--- src/rtl/draw_layer_sequencer.sv ---
// Frame-paced layer sequencer: on each frame tick enables the pending layers one at
// a time (lowest index first) and forwards the active layer's pixels to the VGA port.
module draw_layer_sequencer #(
  parameter int                 NUM_LAYERS = 4,
  parameter int                 X_W        = 9,
  parameter int                 Y_W        = 8,
  parameter int                 COLOR_W    = 12,
  parameter int                 FRAME_DIV  = 833333,
  parameter logic [COLOR_W-1:0] KEY_COLOR  = '0,
  parameter logic [7:0]         KEY_EN     = 8'b0000_1110
) (
  input  logic                          clk,
  input  logic                          resetn,
  input  logic                          go,
  input  logic [NUM_LAYERS-1:0]         layer_mask,
  input  logic [NUM_LAYERS*X_W-1:0]     layer_x,
  input  logic [NUM_LAYERS*Y_W-1:0]     layer_y,
  input  logic [NUM_LAYERS*COLOR_W-1:0] layer_color,
  input  logic [NUM_LAYERS-1:0]         layer_we,
  input  logic [NUM_LAYERS-1:0]         layer_done,
  output logic [NUM_LAYERS-1:0]         layer_enable,
  output logic [X_W-1:0]                X_out,
  output logic [Y_W-1:0]                Y_out,
  output logic [COLOR_W-1:0]            Color_out,
  output logic                          writeEn,
  output logic                          frame_tick,
  output logic                          frame_done,
  output logic                          busy,
  output logic [7:0]                    overrun_count
);

  localparam int                CUR_W      = (NUM_LAYERS > 1) ? $clog2(NUM_LAYERS) : 1;
  localparam int                DIV_W      = $clog2(FRAME_DIV);
  localparam logic [DIV_W-1:0]  DIV_RELOAD = DIV_W'(FRAME_DIV - 1);

  typedef enum logic [1:0] {IDLE, SELECT, DRAW, FRAME_DONE} state_t;

  state_t                  state, state_next;
  logic [NUM_LAYERS-1:0]   pending, pending_next;
  logic [CUR_W-1:0]        cur, cur_next;
  logic [CUR_W-1:0]        lowest;
  logic [DIV_W-1:0]        tick_count;
  logic [X_W-1:0]          act_x;
  logic [Y_W-1:0]          act_y;
  logic [COLOR_W-1:0]      act_color;
  logic                    keyed;

  // Free-running divider; keeps pacing even while go is low.
  always_ff @(posedge clk or negedge resetn) begin
    if (!resetn)                tick_count <= DIV_RELOAD;
    else if (tick_count == '0)  tick_count <= DIV_RELOAD;
    else                        tick_count <= tick_count - 1'b1;
  end

  assign frame_tick = (tick_count == '0);

  // Scanning down lets the lowest set bit win.
  always_comb begin
    lowest = '0;
    for (int i = NUM_LAYERS - 1; i >= 0; i--) begin
      if (pending[i]) lowest = CUR_W'(i);
    end
  end

  // NOTE: every always_comb output gets a default first so no path infers a latch.
  always_comb begin
    state_next   = state;
    pending_next = pending;
    cur_next     = cur;
    unique case (state)
      IDLE: begin
        if (go && frame_tick) begin
          pending_next = layer_mask;
          state_next   = SELECT;
        end
      end
      SELECT: begin
        if (pending == '0) begin
          state_next = FRAME_DONE;
        end else begin
          cur_next   = lowest;
          state_next = DRAW;
        end
      end
      DRAW: begin
        if (layer_done[cur]) begin
          pending_next[cur] = 1'b0;
          state_next        = SELECT;
        end
      end
      FRAME_DONE: state_next = IDLE;
      default:    state_next = IDLE;
    endcase
  end

  // NOTE: sequential state uses non-blocking assignments so all registers update together.
  always_ff @(posedge clk or negedge resetn) begin
    if (!resetn) begin
      state   <= IDLE;
      pending <= '0;
      cur     <= '0;
    end else begin
      state   <= state_next;
      pending <= pending_next;
      cur     <= cur_next;
    end
  end

  assign layer_enable = (state == DRAW) ? (NUM_LAYERS'(1) << cur) : '0;
  assign busy         = (state != IDLE);
  assign frame_done   = (state == FRAME_DONE);

  assign act_x     = layer_x[cur*X_W +: X_W];
  assign act_y     = layer_y[cur*Y_W +: Y_W];
  assign act_color = layer_color[cur*COLOR_W +: COLOR_W];
  // Transparency is judged on the incoming colour, before it is registered.
  assign keyed     = KEY_EN[cur] && (act_color == KEY_COLOR);

  always_ff @(posedge clk or negedge resetn) begin
    if (!resetn) begin
      X_out     <= '0;
      Y_out     <= '0;
      Color_out <= '0;
      writeEn   <= 1'b0;
    end else if (state == DRAW) begin
      X_out     <= act_x;
      Y_out     <= act_y;
      Color_out <= act_color;
      writeEn   <= layer_we[cur] & ~keyed;
    end else begin
      writeEn   <= 1'b0;
    end
  end

  // A tick arriving while a frame is still in flight is dropped and counted.
  always_ff @(posedge clk or negedge resetn) begin
    if (!resetn)
      overrun_count <= '0;
    else if (frame_tick && (state != IDLE) && (overrun_count != 8'hFF))
      overrun_count <= overrun_count + 8'd1;
  end

endmodule
--- config.mk ---
export PLATFORM = sky130hd
export DESIGN_NAME = draw_layer_sequencer
export DESIGN_NICKNAME = d
export VERILOG_FILES = /design/src/rtl/draw_layer_sequencer.sv
export SDC_FILE = /design/constraint.sdc
export NUM_CORES = 1
export LEC_CHECK = 0
export CAP_MARGIN = 30
export CORE_MARGIN = 2
export CORE_UTILIZATION = 45
export CTS_CLUSTER_DIAMETER = 60
export DETAILED_ROUTE_END_ITERATION = 6
export GPL_ROUTABILITY_DRIVEN = 0
export PLACE_DENSITY = 0.95
export SLEW_MARGIN = 40
export SYNTH_ARGS = -nofsm -noshare
export SYNTH_HDL_FRONTEND = slang
export SYNTH_SLANG_ARGS = --single-unit
--- constraint.sdc ---
create_clock -name clk -period 3.18 [get_ports clk]
set_input_delay 0.477 -clock clk [delete_from_list [all_inputs] [get_ports clk]]
set_output_delay 0.477 -clock clk [all_outputs]
set_load 0.005 [all_outputs]
; ---- Word-level counts from Yosys, hierarchy flattened
; Index checks and enable logic that the tools add are counted.
[word_totals]
memories = 0
ff_bits = 66
latchBits = 0
rom_bits = 0
mem_bits_rw = 0
in_bits = 131
output_inout_bits = 45
[classes]
order_cmp = 3
multipliers = 2
bitwise = 5
n_reduce_logical = 14
mux = 22
n_eq_ne = 6
shift = 4
add_sub_neg = 2
div_mod_pow = 0
[op_table]
columns = operator, count
row1 = variable part select 48 x 7 -> 12 bit, 1
row2 = variable part select 36 x 7 -> 9 bit, 1
row3 = variable part select 32 x 6 -> 8 bit, 1
row4 = logical NOT 20 bit, 1
row5 = 2-to-1 mux 20 bit, 1
row6 = subtractor 20 x 1 -> 20 bit (second input constant), 1
row7 = logical NOT 12 bit, 1
row8 = 2-to-1 mux 2 bit, 6
row9 = 2-to-1 mux 4 bit, 3
row10 = adder 8 x 1 -> 8 bit (second input constant), 1
row11 = != test 8 bit (second input constant), 1
row12 = one-hot mux 2 bit (4 select lines), 1
row13 = one-hot mux 4 bit (2 select lines), 1
row14 = binary-select mux 1 bit (select 2 bit), 3
row15 = multiplier 2 x 4 -> 6 bit (second input constant), 1
row16 = 2-to-1 mux 1 bit, 6
row17 = logical AND 1 bit, 5
row18 = bitwise AND 4 bit, 1
row19 = equality test 2 bit (second input constant), 2
row20 = logical NOT 4 bit, 1
row21 = < comparator 2 x 4 -> 1 bit (second input constant), 1
row22 = multiplier 2 x 2 -> 4 bit (second input constant), 1
row23 = != test 2 bit (second input constant), 2
row24 = NOT 4 bit, 1
row25 = 11 further kinds, 14

; ---- Depth between registers and ports, before layout
[logic_depth]
ltp_word = 8
mapped_depth = 8
depth_no_buf = 8

; ---- Worst setup path before layout
; OpenSTA, ideal clock, no wires.
[synth_timing]
path_type = flip-flop to output port
start = register tick_count[11]
end = output port frame_tick
slack_ns = 1.071
stages_incl_launch_ff = 6
path_buffers = 1
required_ns = 2.703
arrival_time_ns = 1.632
path_cell_list = dfrtp_1 or4_4 nand2b_4 or2_1 clkinv_2 buf_2
[synth_via]
elab_chain_cells = 1
[synth_rtl]
columns = element, line
row1 = "start, declared", 42  ; logic [DIV_W-1:0] tick_count;
row2 = "start signal, assigned", 52  ; else tick_count <= tick_count - 1'b1;
row3 = logical NOT 20 bit, 55  ; assign frame_tick = (tick_count == '0);
row4 = "end, declared", 26  ; output logic frame_tick,
; No other way between the ends.

; ---- Final worst setup path
; Same ends and word-level chain as after synthesis.

==> impl_summary.md <==
Final layout
Of the cells placed in the final design, the portion with a size suffix greater than 1 is 15.2%. The net count of the finished layout is ~660. The flip-flop and latch area is about 0.0017 mm2. The design area is around 0.0058 mm2. The multi-input combinational cells in the finished layout cover a total of roughly 0.0019 mm2. The layout overhead on the synthesized area is 56.8%.

The repair_antennas step left the layout with diodes totalling 0. The non-filler instance count after layout is about 640. The layout has between 500 and 600 filler cells.

Critical path
The critical path starts at tick_count[11]. The launching point of the worst reg2reg path is tick_count[11]. The path depth of the worst reg2reg path is 7. The kind of critical path is reg -> out.

The worst setup path is launched from a flip-flop. The maximum net fanout on the critical path is 11. The setup slack on the worst flop-to-flop path is around 0.67 ns. In this run the critical register-to-register path is captured at pending[0]. The worst setup path is captured at a primary output.

In this run the worst setup path terminates at frame_tick. The worst endpoint required time is about 2.7 ns. For the worst setup path, the data arrival time is around 2.5 ns.

Timing
For the pin with the worst max-slew slack, the measured transition is about 0.65 ns. The max-slew violation total from the final report came to 0. Headroom to the max-slew limit came out at 56.7%.

For the final database, setup skew stands at 0.0105 ns. Summed over all failing endpoints, the final setup total negative slack is 0 ns. The final hold violation count came to 0. Setup repair after global routing left no endpoint under its margin. The worst path uses around 94% of the clock period. Subtracting the final worst setup slack from the clock period gives roughly 3 ns. The maximum frequency from static timing analysis is between 300 and 400 MHz.

The final setup violation count is 0.

Route
Dividing the detail-routed wire length by the instance count gives 17.0 um. The routed layout has 3,444 vias. The routed via count divided by cell count is between 5 and 6. Once detail routing completed, the nets flagged for antenna violations numbered 0.

For this block, the initial DRC count from the detailed router was between 150 and 200. The detailed-routing iteration count for the pre-antenna-repair pass is 4. For this run, design rule violations remaining after detail routing come to 0. The final layout contains routed wiring with a total length of between 10 and 15 mm.

Logic synthesis
The number of cells produced by synthesis is between 300 and 400. After synthesis, the netlist uses 42 different library cells. The post-synthesis instance area is between 0.003 and 0.004 mm2. The area share of the leading cell type in the synthesized netlist is between 30 and 40%. Sequential elements use between 40% and 50% of the synthesized area. The most frequent cell after synthesis is sky130_fd_sc_hd__nand2_1. The commonest cells after synthesis are 107 x sky130_fd_sc_hd__nand2_1, 55 x sky130_fd_sc_hd__dfrtp_1, 29 x sky130_fd_sc_hd__mux4_2. Ranked by total cell area, the synthesized netlist is headed by sky130_fd_sc_hd__dfrtp_1 37%, sky130_fd_sc_hd__mux4_2 18%, sky130_fd_sc_hd__nand2_1 11%. When the netlist entered floorplanning its net count stood at 485. Yosys mapped a number of flops with a built-in enable equal to 0.

The primary flip-flop cell chosen by synthesis mapping is sky130_fd_sc_hd__dfrtp_1. During synthesis, Yosys emitted a total of 0 warnings. In the synthesized netlist the async set-or-reset flop fraction comes to 100%. The biggest area consumer among synthesized cells is sky130_fd_sc_hd__dfrtp_1.

Counting flops and latches in the post-synthesis netlist gives 66. The average cell area after synthesis is around 11 um2.

GRT
The met3 routing resource usage after global routing is ~5.7%. Global routing finished with a remaining overflow of 0. The busiest metal layer after global routing is met2.

The met2 demand-to-capacity share in global routing is between 40 and 50%. Entering global routing, the biggest net connects 34 pins. The initial antenna violation count is 0. Global routing used 32.9% of the available met1 tracks. The total routing resource utilization after global routing is between 20% and 30%. The first global-routing pass estimated roughly 17 mm of wire. The number of global-route vias before repair came to between 3k and 4k.

Floorplanning
For this configuration, the core starts out at a cell density of 45.7%. The floorplan row count is 33. The I/O pin count is about 180. The floorplan step defined a core boundary enclosing just over 0.008 mm2. The die covers 0.00897 mm2. The height of the die is around 95 um. The die extent in x is about 95 um.

Min path
The kind of path behind the tightest hold check is in -> async.

Clock network
The worst-case clock buffer depth is 2. Buffers inserted to repair hold after CTS numbered 0. The number of setup buffers added after CTS is 0. The number of buffers created by CTS is 9. TritonCTS built the clock tree. CTS built an H-tree with a depth of 3. Gates resized during post-CTS repair numbered 0. At the later pin of the worst-skew pair, clock insertion delay measures around 0.34 ns.

CTS placed an instance of sky130_fd_sc_hd__clkbuf_8 at the clock tree root. The clock transition time at the flip-flop clock pins of the worst setup and hold paths is about 0.070 ns. The number of clock sinks seen by CTS is 66.

Placed design
The number of buffers inserted by port buffering is ~180. Summing all placed instances gives a cell area of around 0.0056 mm2. The number of instances in the placed design is about 620.

The post-DP HPWL is between 8 and 9 mm.

Pwr
The analysis attributes to cell leakage a power of between 2 and 2.5 nW. Power spread over the standard cell area amounts to 312 mW/mm2. The largest vdd supply drop is about 0.00022 V. Power comes to between 1.5 and 2 mW.

Run status
The flow ran to the end, and the final reports show no timing, DRC or antenna violations.

Job
Max-cap violations in this run came to 0.
[final cells by class]
type	count	share of cell area [%]
sequential	66	28.7
multi-input combinational	262	33.6
tap	105	2.26
timing repair buffer	185	31.4
inverter	5	0.345
clock buffer	15	3.21
clock inverter	1	0.517
[per-layer routing]
layer  vias to the layer above  part of all wire (%)  wire length (um)
met4                         0                   2.0               218
li1                       1589                     -                 -
met5                         -                     0                 0
met2                       151                    51              5600
met1                      1688                    40              4340
met3                        16                   6.7               726
[layout by cell type (no fill, tap or decap), drive strengths merged, types with 2 or more instances in the layout]
cell / n
a21oi: 5
a31oi: 2
and2: 2
and3: 2
buf: 11
clkbuf: 15
clkdlybuf4s50: 174
dfrtp: 55
dfstp: 11
ha: 3
inv: 4
mux2: 6
mux4: 30
nand2: 107
nand2b: 4
nand3: 10
nand4: 6
nor2: 23
nor2b: 3
nor3: 9
nor4: 8
o21ai: 9
or2: 2
or3: 5
or4: 2
xnor2: 16
xor2: 3
[cell families after synthesis]
kind of cell / after synthesis / share of synthesized area [%]
flops: 66 / 45.0
mux: 36 / 20.6
xor+xnor: 19 / 4.50
compound gates: 20 / 3.58
fa+ha+maj: 3 / 1.01
simple gates: 184 / 22.7
buf+inv: 23 / 2.67
[power by group]
part | switching [mW] | total [mW] | internal, mW
Clock | 0.303 | 0.753 | 0.449
Sequential | 0 | 0.840 | 0.840
Combinational | 0.0513 | 0.217 | 0.166
Total | 0.355 | 1.81 | 1.46
[how the worst min path moves through the flow]
stage,startpoint,to,slack [ns],depth (start not counted)
after floorplan,resetn,Color_out[0],0.18,0
after detailed placement,resetn,tick_count[3],0.43,1
after CTS,resetn,tick_count[3],0.06,1
after global placement,resetn,tick_count[3],0.42,1
final,resetn,tick_count[3],0.07,1
after global routing,resetn,tick_count[7],0.08,1
[sequential cells by signal, summed over array words and instances, names as in the netlist]
signal and count:
state 2, X_out 9, pending 4, Color_out 12, writeEn 1, tick_count 20, cur 2, overrun_count 8
Y_out 8
[worst max-delay path, cell delays in order, from the launching register on]
cell	delay, ns
sky130_fd_sc_hd__dfrtp_1	0.43
sky130_fd_sc_hd__or4_4	0.57
sky130_fd_sc_hd__nand2b_4	0.18
sky130_fd_sc_hd__or2_1	0.41
sky130_fd_sc_hd__clkinv_2	0.10
sky130_fd_sc_hd__clkdlybuf4s50_1	0.49
[per-stage QoR]
stage               hold slack (ns)  util, %  setup slack (ns)
floorplan                     0.181        -              1.07
global placement              0.419     68.9             0.587
detailed placement            0.430     68.9             0.526
CTS                          0.0613     71.6             0.147
global route                 0.0800     71.7            0.0770
finish                       0.0674     71.7             0.177
Note: power is estimated with default switching activity, not from simulation.
